## src/rtl/axis_write_burst_pkg.sv

```systemverilog
// Shared definitions for the AXI write-burst address generator:
// FSM state encodings and AXI response constants.
package axis_write_burst_pkg;

  typedef enum logic [1:0] {
    CONFIG = 2'd0,
    DATA   = 2'd1,
    ADDR   = 2'd2,
    DRAIN  = 2'd3
  } state_t;

  localparam logic [1:0] BRESP_OKAY = 2'b00;

endpackage

```

## src/rtl/axis_write_burst_if.sv

```systemverilog
// Request, data-channel configuration and AXI AW/B signals of the write-burst block.
// master is the burst generator side, slave is the requester/AXI-slave side.
interface axis_write_burst_if #(
  parameter int CFG_DWIDTH     = 32,
  parameter int AXI_ADDR_WIDTH = 32,
  parameter int AXI_LEN_WIDTH  = 8
);

  logic [AXI_ADDR_WIDTH-1:0] cfg_address;
  logic [CFG_DWIDTH-1:0]     cfg_length;
  logic                      cfg_val;
  logic                      cfg_rdy;

  logic [CFG_DWIDTH-1:0]     data_cfg_length;
  logic                      data_cfg_val;
  logic                      data_cfg_rdy;

  logic [AXI_ADDR_WIDTH-1:0] axi_awaddr;
  logic [AXI_LEN_WIDTH-1:0]  axi_awlen;
  logic                      axi_awvalid;
  logic                      axi_awready;

  logic [1:0]                axi_bresp;
  logic                      axi_bvalid;
  logic                      axi_bready;

  modport master (
    input  cfg_address, cfg_length, cfg_val,
    output cfg_rdy,
    output data_cfg_length, data_cfg_val,
    input  data_cfg_rdy,
    output axi_awaddr, axi_awlen, axi_awvalid,
    input  axi_awready,
    input  axi_bresp, axi_bvalid,
    output axi_bready
  );

  modport slave (
    output cfg_address, cfg_length, cfg_val,
    input  cfg_rdy,
    input  data_cfg_length, data_cfg_val,
    output data_cfg_rdy,
    input  axi_awaddr, axi_awlen, axi_awvalid,
    output axi_awready,
    output axi_bresp, axi_bvalid,
    input  axi_bready
  );

endinterface

```

## src/rtl/axis_write_burst_outstanding.sv

```systemverilog
// Counter of AW bursts still waiting for their B response.
// Saturates at both ends; a simultaneous inc and dec leaves it unchanged.
module axis_outstanding_cnt #(
  parameter int MAX_OUTSTANDING = 8,
  parameter int CNT_W           = $clog2(MAX_OUTSTANDING + 1)
) (
  input  logic             clk,
  input  logic             rst,
  input  logic             inc,
  input  logic             dec,
  output logic [CNT_W-1:0] count,
  output logic             full,
  output logic             empty
);

  assign full  = (count == CNT_W'(MAX_OUTSTANDING));
  assign empty = (count == '0);

  always_ff @(posedge clk) begin
    if (rst) begin
      count <= '0;
    end else if (inc && !dec && !full) begin
      count <= count + CNT_W'(1);
    end else if (dec && !inc && !empty) begin
      count <= count - CNT_W'(1);
    end
  end

endmodule

```

## src/rtl/axis_write_burst.sv

```systemverilog
// Splits a stream-word write request into AXI AW bursts of at most 2^AXI_LEN_WIDTH beats,
// hands the length to the write-data block and waits for all B responses.
module axis_write_burst
  import axis_write_burst_pkg::*;
#(
  parameter int CFG_DWIDTH      = 32,
  parameter int AXI_ADDR_WIDTH  = 32,
  parameter int AXI_LEN_WIDTH   = 8,
  parameter int CONVERT_SHIFT   = 3,
  parameter int RATIO_SHIFT     = 1,
  parameter int MAX_OUTSTANDING = 8
) (
  input  logic                clk,
  input  logic                rst,
  axis_write_burst_if.master  bus,
  output logic                busy,
  output logic                done,
  output logic                error
);

  localparam int CNT_W = $clog2(MAX_OUTSTANDING + 1);
  localparam logic [CFG_DWIDTH-1:0] MAX_BURST = CFG_DWIDTH'(1) << AXI_LEN_WIDTH;

  state_t                    state, state_nxt;
  logic [AXI_ADDR_WIDTH-1:0] addr_q;
  logic [CFG_DWIDTH-1:0]     remaining, length_q, beats, burst_beats;
  logic                      err_q, zero_done_q;
  logic                      cfg_fire, aw_issue, aw_fire, b_fire, drain_exit;
  logic                      cnt_full, cnt_empty;
  logic [CNT_W-1:0]          outstanding;

  assign beats       = bus.cfg_length >> RATIO_SHIFT;
  assign burst_beats = (remaining >= MAX_BURST) ? MAX_BURST : remaining;

  assign cfg_fire   = bus.cfg_val & bus.cfg_rdy;
  assign aw_issue   = (state == ADDR) & ~cnt_full & ~rst;
  assign aw_fire    = aw_issue & bus.axi_awready;
  assign b_fire     = bus.axi_bvalid & ~rst;
  // Leave DRAIN only when nothing is in flight and no B is landing this very cycle
  assign drain_exit = (state == DRAIN) & (outstanding == '0) & ~b_fire & ~rst;

  assign bus.axi_awvalid     = aw_issue;
  assign bus.axi_awaddr      = addr_q;
  assign bus.axi_awlen       = AXI_LEN_WIDTH'(burst_beats - CFG_DWIDTH'(1));
  assign bus.axi_bready      = ~rst;
  assign bus.data_cfg_length = length_q;

  assign done  = (drain_exit | zero_done_q) & ~rst;
  assign error = err_q & ~rst;

  always_ff @(posedge clk) begin
    if (rst) state <= CONFIG;
    else     state <= state_nxt;
  end

  always_comb begin
    state_nxt        = state;
    bus.cfg_rdy      = 1'b0;
    bus.data_cfg_val = 1'b0;
    busy             = 1'b0;
    if (!rst) begin
      case (state)
        CONFIG: begin
          bus.cfg_rdy = 1'b1;
          if (bus.cfg_val && beats != '0) state_nxt = DATA;
        end
        DATA: begin
          busy             = 1'b1;
          bus.data_cfg_val = 1'b1;
          if (bus.data_cfg_rdy) state_nxt = ADDR;
        end
        ADDR: begin
          busy = 1'b1;
          if (aw_fire && remaining == burst_beats) state_nxt = DRAIN;
        end
        DRAIN: begin
          busy = 1'b1;
          if (drain_exit) state_nxt = CONFIG;
        end
        default: state_nxt = CONFIG;
      endcase
    end
  end

  // Request latch, burst address/length bookkeeping and sticky error
  always_ff @(posedge clk) begin
    if (rst) begin
      addr_q      <= '0;
      remaining   <= '0;
      length_q    <= '0;
      err_q       <= 1'b0;
      zero_done_q <= 1'b0;
    end else begin
      zero_done_q <= cfg_fire && (beats == '0);
      if (cfg_fire) begin
        addr_q    <= bus.cfg_address;
        remaining <= beats;
        length_q  <= bus.cfg_length;
      end else if (aw_fire) begin
        addr_q    <= addr_q + (AXI_ADDR_WIDTH'(burst_beats) << CONVERT_SHIFT);
        remaining <= remaining - burst_beats;
      end
      if (b_fire && bus.axi_bresp != BRESP_OKAY) err_q <= 1'b1;
      else if (cfg_fire)                         err_q <= 1'b0;
    end
  end

  axis_outstanding_cnt #(
    .MAX_OUTSTANDING (MAX_OUTSTANDING),
    .CNT_W           (CNT_W)
  ) u_cnt (
    .clk   (clk),
    .rst   (rst),
    .inc   (aw_fire),
    .dec   (b_fire & ~cnt_empty),
    .count (outstanding),
    .full  (cnt_full),
    .empty (cnt_empty)
  );

endmodule

```

## src/flat_wrapper.sv

```systemverilog
// flat-port wrapper written by rule: the top's interface ports become plain ports
module axis_write_burst_flat import axis_write_burst_pkg::*;
#(
  parameter int CFG_DWIDTH      = 32,
  parameter int AXI_ADDR_WIDTH  = 32,
  parameter int AXI_LEN_WIDTH   = 8,
  parameter int CONVERT_SHIFT   = 3,
  parameter int RATIO_SHIFT     = 1,
  parameter int MAX_OUTSTANDING = 8
)
  (clk, rst, busy, done, error, bus_cfg_address, bus_cfg_length, bus_cfg_val, bus_cfg_rdy, bus_data_cfg_length, bus_data_cfg_val, bus_data_cfg_rdy, bus_axi_awaddr, bus_axi_awlen, bus_axi_awvalid, bus_axi_awready, bus_axi_bresp, bus_axi_bvalid, bus_axi_bready);
  axis_write_burst_if #(.CFG_DWIDTH(CFG_DWIDTH), .AXI_ADDR_WIDTH(AXI_ADDR_WIDTH), .AXI_LEN_WIDTH(AXI_LEN_WIDTH)) bus_i ();
  input  logic clk;
  input  logic rst;
  output logic busy;
  output logic done;
  output logic error;
  input wire logic [$bits(bus_i.cfg_address)-1:0] bus_cfg_address;
  input wire logic [$bits(bus_i.cfg_length)-1:0] bus_cfg_length;
  input wire logic [$bits(bus_i.cfg_val)-1:0] bus_cfg_val;
  output wire logic [$bits(bus_i.cfg_rdy)-1:0] bus_cfg_rdy;
  output wire logic [$bits(bus_i.data_cfg_length)-1:0] bus_data_cfg_length;
  output wire logic [$bits(bus_i.data_cfg_val)-1:0] bus_data_cfg_val;
  input wire logic [$bits(bus_i.data_cfg_rdy)-1:0] bus_data_cfg_rdy;
  output wire logic [$bits(bus_i.axi_awaddr)-1:0] bus_axi_awaddr;
  output wire logic [$bits(bus_i.axi_awlen)-1:0] bus_axi_awlen;
  output wire logic [$bits(bus_i.axi_awvalid)-1:0] bus_axi_awvalid;
  input wire logic [$bits(bus_i.axi_awready)-1:0] bus_axi_awready;
  input wire logic [$bits(bus_i.axi_bresp)-1:0] bus_axi_bresp;
  input wire logic [$bits(bus_i.axi_bvalid)-1:0] bus_axi_bvalid;
  output wire logic [$bits(bus_i.axi_bready)-1:0] bus_axi_bready;
  assign bus_i.cfg_address = bus_cfg_address;
  assign bus_i.cfg_length = bus_cfg_length;
  assign bus_i.cfg_val = bus_cfg_val;
  assign bus_cfg_rdy = bus_i.cfg_rdy;
  assign bus_data_cfg_length = bus_i.data_cfg_length;
  assign bus_data_cfg_val = bus_i.data_cfg_val;
  assign bus_i.data_cfg_rdy = bus_data_cfg_rdy;
  assign bus_axi_awaddr = bus_i.axi_awaddr;
  assign bus_axi_awlen = bus_i.axi_awlen;
  assign bus_axi_awvalid = bus_i.axi_awvalid;
  assign bus_i.axi_awready = bus_axi_awready;
  assign bus_i.axi_bresp = bus_axi_bresp;
  assign bus_i.axi_bvalid = bus_axi_bvalid;
  assign bus_axi_bready = bus_i.axi_bready;
  axis_write_burst #(.CFG_DWIDTH(CFG_DWIDTH), .AXI_ADDR_WIDTH(AXI_ADDR_WIDTH), .AXI_LEN_WIDTH(AXI_LEN_WIDTH), .CONVERT_SHIFT(CONVERT_SHIFT), .RATIO_SHIFT(RATIO_SHIFT), .MAX_OUTSTANDING(MAX_OUTSTANDING)) u_core (.clk(clk), .rst(rst), .bus(bus_i), .busy(busy), .done(done), .error(error));
endmodule
```

## config.mk

```make
export PLATFORM = sky130hd
export DESIGN_NAME = axis_write_burst_flat
export DESIGN_NICKNAME = d
export VERILOG_FILES = /design/src/rtl/axis_write_burst_pkg.sv /design/src/rtl/axis_write_burst_if.sv /design/src/rtl/axis_write_burst_outstanding.sv /design/src/rtl/axis_write_burst.sv /design/src/flat_wrapper.sv
export SDC_FILE = /design/constraint.sdc
export NUM_CORES = 1
export LEC_CHECK = 0
export CAP_MARGIN = 20
export CORE_MARGIN = 4
export CORE_UTILIZATION = 51
export CTS_CLUSTER_SIZE = 8
export DETAILED_ROUTE_END_ITERATION = 16
export PLACE_DENSITY = 0.82
export SLEW_MARGIN = 25
export SYNTH_ARGS = -nofsm -noshare
export SYNTH_HDL_FRONTEND = slang
export SYNTH_SLANG_ARGS = --single-unit
```

## constraint.sdc

```tcl
create_clock -name clk -period 4.3 [get_ports clk]
set_clock_uncertainty 0.05 [all_clocks]
set_input_delay 0.43 -clock clk [delete_from_list [all_inputs] [get_ports clk]]
set_output_delay 0.43 -clock clk [all_outputs]
set_load 0.02 [all_outputs]
```

==> flow_metrics.py, run 1 <==
metrics = {
    "critical_path": {
        "critPathMaxStageDelay_ns": 0.41,
        "critPathMaxFanout": 14,
        "r2r-start": "u_core.remaining[20]",
        "required_ns": 4.48,
        "reg2reg_to": "u_core.bus.axi_awaddr[29]",
        "cp_top_family": "compound AO/OA/AOI/OAI gates",
        "crit_type": "reg -> reg",
        "startpoint_type": "register",
        "crit_arrival_ns": 4.21,
        "worstSetupEndpointType": "register",
        "ff2ff_setup_slack_ns": 0.27,
        "slowest_stage": "nor4_4",
        "reg2reg_depth": 14,
        "path_cells": "nor4_4 -> nand4_1 -> nor3_1 -> buf_4 -> and2_1 -> ha_1 -> a211oi_1 -> o21ai_0 -> a211oi_1 -> o21ai_1 -> a211o_1 -> a41oi_1 -> xor2_1 -> o22ai_1",
        "path_buf_inv": 1,
        "crit_top_cell": "a211oi_1",
    },
    "layout": {
        "layout_common_cells": "149 x clkdlybuf4s50_1, 141 x nand2_1, 104 x dfxtp_1, 72 x nor2_1, 65 x o21ai_0",
        "stdcell_count": 1146,
        "final_common_cell": "clkdlybuf4s50_1",
        "diodes": 0,
        "layout-drive-gt1-share": 0.0532,
        "nets": 1083,
        "syn_to_final_growth_pct": 32.2,
        "fin_util": 0.695,
    },
    "detailed_routing": {
        "viasPerCell": 5.65,
        "detail-route-antenna-nets": 0,
        "wl_per_cell_um": 16.2,
        "vias": 6477,
        "drt_iter0_drc": 515,
        "drc": 0,
        "wl_um": 18600,
        "first_pass_iters": 7,
    },
    "sta": {
        "fin_crit_ns": 4.03,
        "fin_setup_tns_ns": 0,
        "maxSlewHeadroom": 0.419,
        "slew_viol_final": 0,
        "tightest_slew_ns": 0.870,
        "setup_viol": 0,
        "setup_slack_ns": 0.269,
        "post-route-period-util": 0.937,
        "max_freq_ghz": 0.248,
        "hold_viol": 0,
    },
    "power": {
        "leakage_nw": 3.30,
        "p_per_area_nw_per_um2": 512,
        "ir_worst_vdd_uv": 371,
        "power_mw": 4.31,
    },
    "global_routing": {
        "met3_usage": 0.0650,
        "grt_pass1_wl_um": 30200,
        "grt_max_degree": 46,
        "overflow": 0,
        "grt_pass1_vias": 6192,
        "grt.total_usage": 0.256,
        "use_met1": 0.332,
        "busiest_layer": "met2",
        "antenna_found_initial": 0,
        "use_met2": 0.430,
    },
    "clock_network": {
        "cts_made_buffers": 9,
        "postCtsHoldBufs": 0,
        "cts_max_path_buffers": 2,
        "path_clk_slew_ns": 0.08,
        "cts_tree": "built",
        "clk_latency_ns": 0.36,
        "htree_levels": 3,
        "clock-root-buffer": "clkbuf_16",
        "cts.sinks": 104,
    },
    "synth": {
        "yosysWarnings": 0,
        "syn-instance-count": 819,
        "ys_seq_elements": 104,
        "synth_cell_types": 69,
        "syn_area_sq_um": 6360,
        "postSynthAreaPerCell_sq_um": 7.77,
        "async_reset_ff_frac": 0,
        "ys_seq_area_frac": 0.327,
        "ys.flop_type": "dfxtp_1",
        "synth_enable_flop_cells": 0,
    },
    "run_status": {
        "status": "completed",
    },
    "run": {
        "drv_cap": 0,
    },
    "worst_hold_path": {
        "worstHoldStart": "u_core.remaining[31]",
        "hold_end": "u_core.remaining[31]",
        "hold_depth": 2,
        "holdCritPathClass": "reg -> reg",
    },
    "floorplanning": {
        "die_x_um": 120,
        "row_count": 40,
        "dieArea_sq_um": 14300,
        "io_pins": 151,
        "die_y_um": 120,
        "start_util": 0.525,
        "core-area_sq_um": 12100,
    },
    "placed_design": {
        "dp_slack_ns": 0.201,
        "dp_cells": 1128,
        "dpl.hpwl_um": 13500,
        "gp_congestion": 0.971,
        "port_buffers": 150,
    },
}
## worst max path at each step
stage	start	endpoint	slack, ns	cells past startpoint
finish	u_core.remaining[20]	u_core.bus.axi_awaddr[29]	0.27	14
CTS	u_core.remaining[14]	u_core.bus.axi_awaddr[29]	0.18	14
detailed placement	u_core.remaining[14]	u_core.bus.axi_awaddr[29]	0.20	14
floorplan	u_core.remaining[9]	u_core.bus.axi_awaddr[30]	0.56	15
global placement	u_core.remaining[13]	u_core.bus.axi_awaddr[29]	0.28	14
global route	u_core.remaining[22]	u_core.bus.axi_awaddr[25]	-0.02	14
## synthesized netlist by cell type, drive strengths merged (13+ instances only)
cell,instances,share of area
a211oi,25,0.031
a21o,14,0.017
a21oi,64,0.052
a311oi,13,0.018
clkbuf,31,0.018
dfxtp,104,0.33
ha,36,0.071
inv,14,0.0083
nand2,142,0.084
nand3,13,0.010
nor2,72,0.042
nor3,25,0.021
nor4,13,0.017
o21ai,67,0.053
xnor2,28,0.039
xor2,13,0.018
## routing by layer
metal / share of wire / routed length, um / vias up
li1: - / - / 3241
met1: 0.46 / 8470 / 3004
met2: 0.47 / 8640 / 212
met3: 0.066 / 1230 / 20
met4: 0.013 / 233 / 0
met5: 0 / 0 / -
## cells by family after synthesis
logic type	Yosys count	share of synthesized area
other	2	0.00118
AOI/OAI and AO/OA	242	0.246
DFF	104	0.327
adders and majority gates	38	0.0771
muxes	7	0.0110
xor gates and xnor gates	41	0.0564
buffers and inverters	54	0.0319
and+or+nand+nor	331	0.250
## state kept, by name, summed over array words and instances (netlist names)
name / flops
u_core.bus.axi_awaddr: 32
u_core.bus.data_cfg_length: 32
u_core.err_q: 1
u_core.remaining: 32
u_core.state: 2
u_core.u_cnt.count: 4
u_core.zero_done_q: 1
## cell type report
class,count,area [sq um]
clock buffer,11,253
clock inverter,5,45.0
fill,1031,3700
inverter,15,56.3
multi-input combinational,679,4170
sequential,104,2080
tap,168,210
timing repair buffer,164,1600
## stage by stage
step	hold slack [ns]	area [sq um]
6_report	0.401	8420
2_1_floorplan	0.375	6430
5_1_grt	0.412	8420
3_5_place_dp	0.386	8090
3_3_place_gp	0.382	8090
4_1_cts	0.401	8380
## where the power goes
part	total [mW]	internal (mW)	switching [mW]	leakage, nW
registers	1.38	1.18	0.199	0.852
logic	2.10	0.944	1.16	2.30
clock network	0.833	0.435	0.399	0.145
total	4.31	2.55	1.75	3.30
## worst register-to-register path: stages (launching register included)
cell,delay (ns)
dfxtp_1,0.36
nor4_4,0.41
nand4_1,0.19
nor3_1,0.20
buf_4,0.20
and2_1,0.21
ha_1,0.31
a211oi_1,0.39
o21ai_0,0.20
a211oi_1,0.31
o21ai_1,0.22
a211o_1,0.35
a41oi_1,0.25
xor2_1,0.17
o22ai_1,0.08
## what timing repair did
| action | 4_1_cts | 5_1_grt |
|---|---|---|
| gates resized for setup | 0 | 3 |
| buffers inserted | 0 | 2 |
| endpoints found under the setup margin | 0 | 12 |
Power figures use the tool's default switching activity.
==> run 2, diff against run 1 <==
Settings changed: CORE_UTILIZATION 51 to 52, CTS_BUF_LIST set to sky130_fd_sc_hd__clkbuf_8, PLACE_DENSITY 0.82 to 0.83, SLEW_MARGIN 25 to not set.
==> run 2 against run 1 <==
Against the previous run: count of clock-buffer cells in the layout down 1; global-route usage down 0.85 points; hold slack got worse by 0.024 ns; power shrank 6.1%; via count fell by 1.5%; register-to-register slack improved by 0.05 ns; cell count shrank 2.3%; die area shrank 1.8%; sequential share of layout area grew 0.52 points; largest power group unchanged.
==> flow_metrics.py, run 2 (synthesized netlist as in run 1, its figures left out) <==
metrics = {
    "global_routing": {
        "grt.total_usage": 0.247,
        "grt_pass1_wl_um": 29300,
        "grt_max_degree": 51,
        "grt_pass1_vias": 6069,
        "antenna_found_initial": 0,
        "overflow": 0,
    },
    "clock_network": {
        "cts_tree": "built",
        "clk_latency_ns": 0.38,
        "path_clk_slew_ns": 0.11,
        "cts_max_path_buffers": 2,
        "cts.sinks": 104,
        "clock-root-buffer": "clkbuf_8",
        "htree_levels": 3,
        "cts_made_buffers": 9,
    },
    "placed_design": {
        "dpl.hpwl_um": 13300,
        "port_buffers": 150,
        "dp_cells": 1104,
        "gp_congestion": 0.939,
    },
    "layout": {
        "nets": 1078,
        "layout-drive-gt1-share": 0.0483,
        "stdcell_count": 1120,
        "syn_to_final_growth_pct": 29.5,
        "fillers": 1016,
        "diodes": 0,
        "final_common_cell": "clkdlybuf4s50_1",
        "layout_common_cells": "149 x clkdlybuf4s50_1, 141 x nand2_1, 104 x dfxtp_1, 72 x nor2_1, 64 x o21ai_0",
    },
    "sta": {
        "hold_viol": 0,
        "tightest_slew_ns": 0.848,
        "setup_viol": 0,
        "slew_viol_final": 0,
        "fin_setup_tns_ns": 0,
        "post-route-period-util": 0.925,
        "rsz0062_at_grt": "no",
        "max_freq_ghz": 0.251,
        "maxSlewHeadroom": 0.434,
        "fin_crit_ns": 3.98,
        "whs_ns": 0.377,
    },
    "detailed_routing": {
        "detail-route-antenna-nets": 0,
        "viasPerCell": 5.69,
        "wl_per_cell_um": 16.0,
        "vias": 6377,
        "first_pass_iters": 5,
        "wl_um": 17900,
        "drc": 0,
        "drt_iter0_drc": 320,
    },
    "run_status": {
        "status": "completed",
    },
    "floorplanning": {
        "row_count": 40,
        "io_pins": 151,
        "dieArea_sq_um": 14100,
        "start_util": 0.530,
        "die_y_um": 119,
        "core-area_sq_um": 12000,
        "die_x_um": 119,
    },
    "critical_path": {
        "startpoint_type": "register",
        "ff2ff_setup_slack_ns": 0.32,
        "reg2reg_depth": 13,
        "r2r-start": "u_core.remaining[22]",
        "critPathMaxFanout": 6,
        "crit_type": "reg -> reg",
        "required_ns": 4.50,
        "crit_arrival_ns": 4.17,
        "reg2reg_to": "u_core.bus.axi_awaddr[29]",
        "worstSetupEndpointType": "register",
    },
    "power": {
        "ir_worst_vdd_uv": 320,
        "leakage_nw": 3.22,
        "p_per_area_nw_per_um2": 491,
    },
    "worst_hold_path": {
        "worstHoldStart": "rst",
        "hold_end": "u_core.u_cnt.count[0]",
        "hold_depth": 2,
        "holdCritPathClass": "in -> reg",
    },
    "run": {
        "drv_cap": 0,
    },
}
==> run 2: cell types whose count changed in the layout (fill, tap and decap cells not counted), sizes merged <==
| cell | before | now |
|---|---|---|
| buf | 15 | 10 |
| clkbuf | 11 | 10 |
| clkinvlp | 1 | 2 |
| clkinv | 2 | 3 |
| inv | 17 | 16 |
==> run 2: critical path, stage by stage (launching register included) <==
cell and delay [ns]:
dfxtp_1 0.39, nor4_2 0.43, nand3_1 0.17, nor3_2 0.28, and2_1 0.25, ha_1 0.32
a211oi_2 0.33, o21bai_1 0.14, a211oi_1 0.35, o21ai_1 0.24, a211o_1 0.37, a41oi_1 0.25
xor2_1 0.17, o22ai_1 0.09
==> run 2: where the power goes <==
group          total [mW]  internal (mW)  switching [mW]  leakage (nW)
registers            1.37           1.18           0.197         0.852
logic                2.06          0.925            1.14          2.28
clock network       0.606          0.235           0.371        0.0910
==> run 2: worst max-delay path by stage <==
stage / start / to / slack [ns] / cells after the start
global route: u_core.remaining[20] / u_core.bus.axi_awaddr[29] / 0.008 / 13
CTS: u_core.remaining[22] / u_core.bus.axi_awaddr[29] / 0.03 / 13
floorplan: u_core.remaining[9] / u_core.bus.axi_awaddr[30] / 0.56 / 15
global placement: u_core.remaining[22] / u_core.bus.axi_awaddr[29] / 0.24 / 13
detailed placement: u_core.remaining[22] / u_core.bus.axi_awaddr[29] / 0.07 / 13
finish: u_core.remaining[22] / u_core.bus.axi_awaddr[29] / 0.32 / 13
==> run 2: what timing repair did <==
action | in CTS | in global routing
hold buffers | 0 | 0
buffers inserted | 0 | 0
setup endpoints to repair | 0 | 16
gates resized for setup | 0 | 4
endpoints found under the hold margin | 0 | 0
==> run 2: metal layers <==
layer | share of wire | track usage | up-vias
li1 | - | - | 3222
met1 | 0.45 | 0.332 | 2928
met2 | 0.46 | 0.396 | 205
met3 | 0.075 | 0.0541 | 22
met4 | 0.017 | 0.0811 | 0
met5 | 0 | 0 | -
==> run 2: cell type report <==
class	count	area [sq um]	share of cell area
clock buffer	10	138	0.0167
clock inverter	6	52.6	0.00638
inverter	15	56.3	0.00683
multi-input combinational	679	4170	0.505
sequential	104	2080	0.253
tap	147	184	0.0223
timing repair buffer	159	1560	0.190
==> run 2: per-stage QoR <==
| stage | setup slack (ns) | util | total power, mW | cell area [sq um] |
|---|---|---|---|---|
| final | 0.322 | 0.686 | 4.04 | 8240 |
| after detailed placement | 0.0717 | 0.669 | 3.42 | 8040 |
| after CTS | 0.0346 | 0.685 | 4.03 | 8230 |
| after floorplan | 0.561 | - | 2.73 | 6430 |
| after global placement | 0.236 | 0.669 | 3.38 | 8040 |
| after global routing | 0.00786 | 0.686 | 4.34 | 8240 |
==> run 3, diff against run 2 <==
--- a/config.mk
+++ b/config.mk
@@ -10,5 +10,5 @@
 export CORE_UTILIZATION = 52
 export CTS_BUF_LIST = sky130_fd_sc_hd__clkbuf_8
-export CTS_CLUSTER_SIZE = 8
+export CTS_CLUSTER_SIZE = 30
 export DETAILED_ROUTE_END_ITERATION = 16
 export PLACE_DENSITY = 0.83
==> constraint.sdc (replaced) <==
create_clock -name clk -period 4.3 [get_ports clk]
set_clock_uncertainty 0.05 [all_clocks]
set_input_delay 0.86 -clock clk [delete_from_list [all_inputs] [get_ports clk]]
set_output_delay 0.86 -clock clk [all_outputs]
set_load 0.02 [all_outputs]
==> run 3 against run 2 <==
Against the previous run: die area is the same; hold slack better by 0.025 ns; core utilization up 0.37 points; combinational power hardly changed; critical path depth down 5; sequential power is essentially flat; cell count grew 0.36%; first-iteration DRC count grew 23%; clock power fell by 1%; via count grew 0.55%; largest cell class unchanged; highest routed layer unchanged.
==> flow_metrics.py, run 3 (synthesized netlist as in run 1, its figures left out) <==
metrics = {
    "clock_network": {
        "cts.sinks": 104,
        "cts_max_path_buffers": 2,
        "cts_tree": "built",
        "postCtsHoldBufs": 0,
        "path_clk_slew_ns": 0.10,
        "clock-root-buffer": "clkbuf_8",
        "clk_latency_ns": 0.40,
        "htree_levels": 3,
        "cts_setup_buffers": 0,
        "cts_made_buffers": 9,
    },
    "floorplanning": {
        "die_y_um": 119,
        "core-area_sq_um": 12000,
        "dieArea_sq_um": 14100,
        "start_util": 0.530,
        "die_x_um": 119,
        "row_count": 40,
        "io_pins": 151,
    },
    "power": {
        "power_mw": 4.05,
        "ir_worst_vdd_uv": 420,
        "leakage_nw": 3.25,
        "p_per_area_nw_per_um2": 488,
    },
    "global_routing": {
        "grt.total_usage": 0.251,
        "grt_pass1_vias": 5962,
        "grt_pass1_wl_um": 29300,
        "overflow": 0,
        "grt_max_degree": 41,
        "antenna_found_initial": 0,
    },
    "placed_design": {
        "port_buffers": 150,
        "dpl.hpwl_um": 13400,
        "placed_area_sq_um": 8070,
        "dp_slack_ns": 0.180,
        "gp_congestion": 0.968,
        "dp_cells": 1108,
    },
    "detailed_routing": {
        "wl_per_cell_um": 15.8,
        "first_pass_iters": 5,
        "wl_um": 17800,
        "detail-route-antenna-nets": 0,
        "drt_iter0_drc": 393,
        "viasPerCell": 5.70,
        "vias": 6412,
        "drc": 0,
    },
    "sta": {
        "whs_ns": 0.402,
        "rsz0062_at_grt": "no",
        "fin_setup_tns_ns": 0,
        "maxSlewHeadroom": 0.465,
        "setup_viol": 0,
        "max_freq_ghz": 0.252,
        "post-route-period-util": 0.922,
        "fin_crit_ns": 3.96,
        "setup_slack_ns": 0.337,
        "hold_viol": 0,
        "slew_viol_final": 0,
        "tightest_slew_ns": 0.800,
    },
    "worst_hold_path": {
        "holdCritPathClass": "reg -> reg",
    },
    "layout": {
        "layout-drive-gt1-share": 0.0542,
        "syn_to_final_growth_pct": 30.2,
        "diodes": 0,
        "nets": 1082,
        "fin_area_sq_um": 8290,
        "final_common_cell": "clkdlybuf4s50_1",
        "stdcell_count": 1124,
        "fin_util": 0.690,
        "layout_common_cells": "147 x clkdlybuf4s50_1, 141 x nand2_1, 104 x dfxtp_1, 72 x nor2_1, 65 x o21ai_0",
    },
    "run_status": {
        "status": "completed",
    },
    "critical_path": {
        "startpoint_type": "register",
        "required_ns": 3.39,
        "crit_arrival_ns": 3.05,
        "critPathMaxFanout": 6,
        "worstSetupEndpointType": "output port",
        "crit_type": "reg -> out",
    },
    "run": {
        "drv_cap": 0,
    },
}
## run 3: changes by cell type in the layout (fill, tap and decap cells not counted), moves of 2 or more
cell	previous run	this run
clkinvlp_4	2	0
clkdlybuf4s50_1	149	147
buf_4	9	13
dlymetal6s2s_1	0	2
## run 3: layout make-up
cell class / count / area, sq um
clock buffer: 9 / 124
clock inverter: 7 / 65.1
inverter: 15 / 56.3
tap: 147 / 184
multi-input combinational: 679 / 4180
sequential: 104 / 2080
timing repair buffer: 163 / 1600
fill: 1015 / 3720
## run 3: path summary, 6_finish.rpt
| kind | startpoint | to | slack (ns) | cells past startpoint |
|---|---|---|---|---|
| min reg2reg | u_core.err_q | u_core.err_q | 0.40 | 2 |
| min | u_core.err_q | u_core.err_q | 0.40 | 2 |
| max reg2reg | u_core.remaining[22] | u_core.bus.axi_awaddr[30] | 0.35 | 14 |
| max | u_core.remaining[22] | bus_axi_awlen[2] | 0.34 | 8 |
## run 3: repair_timing
action,4_1_cts,5_1_grt
hold endpoints to repair,0,0
endpoints found under the setup margin,1,7
pin swaps,0,1
resized for setup,2,5
## run 3: power breakdown
group	internal (mW)	leakage, nW	total [mW]	switching (mW)
clock network	0.222	0.0969	0.600	0.379
registers	1.18	0.852	1.37	0.197
logic	0.934	2.30	2.07	1.14
## run 3: routing by layer
layer | share of wire | track usage
met3 | 0.077 | 0.0756
met5 | 0 | 0
met2 | 0.45 | 0.399
met1 | 0.45 | 0.330
met4 | 0.021 | 0.0746
## run 3: worst max-delay path, cell delays in order, from the launching register on
cell and delay [ns]:
dfxtp_1 0.39, nor4_2 0.42, nand3_1 0.18, nor3_2 0.28
and2_1 0.22, inv_1 0.09, ha_1 0.23, xor2_1 0.21
clkdlybuf4s50_1 0.64
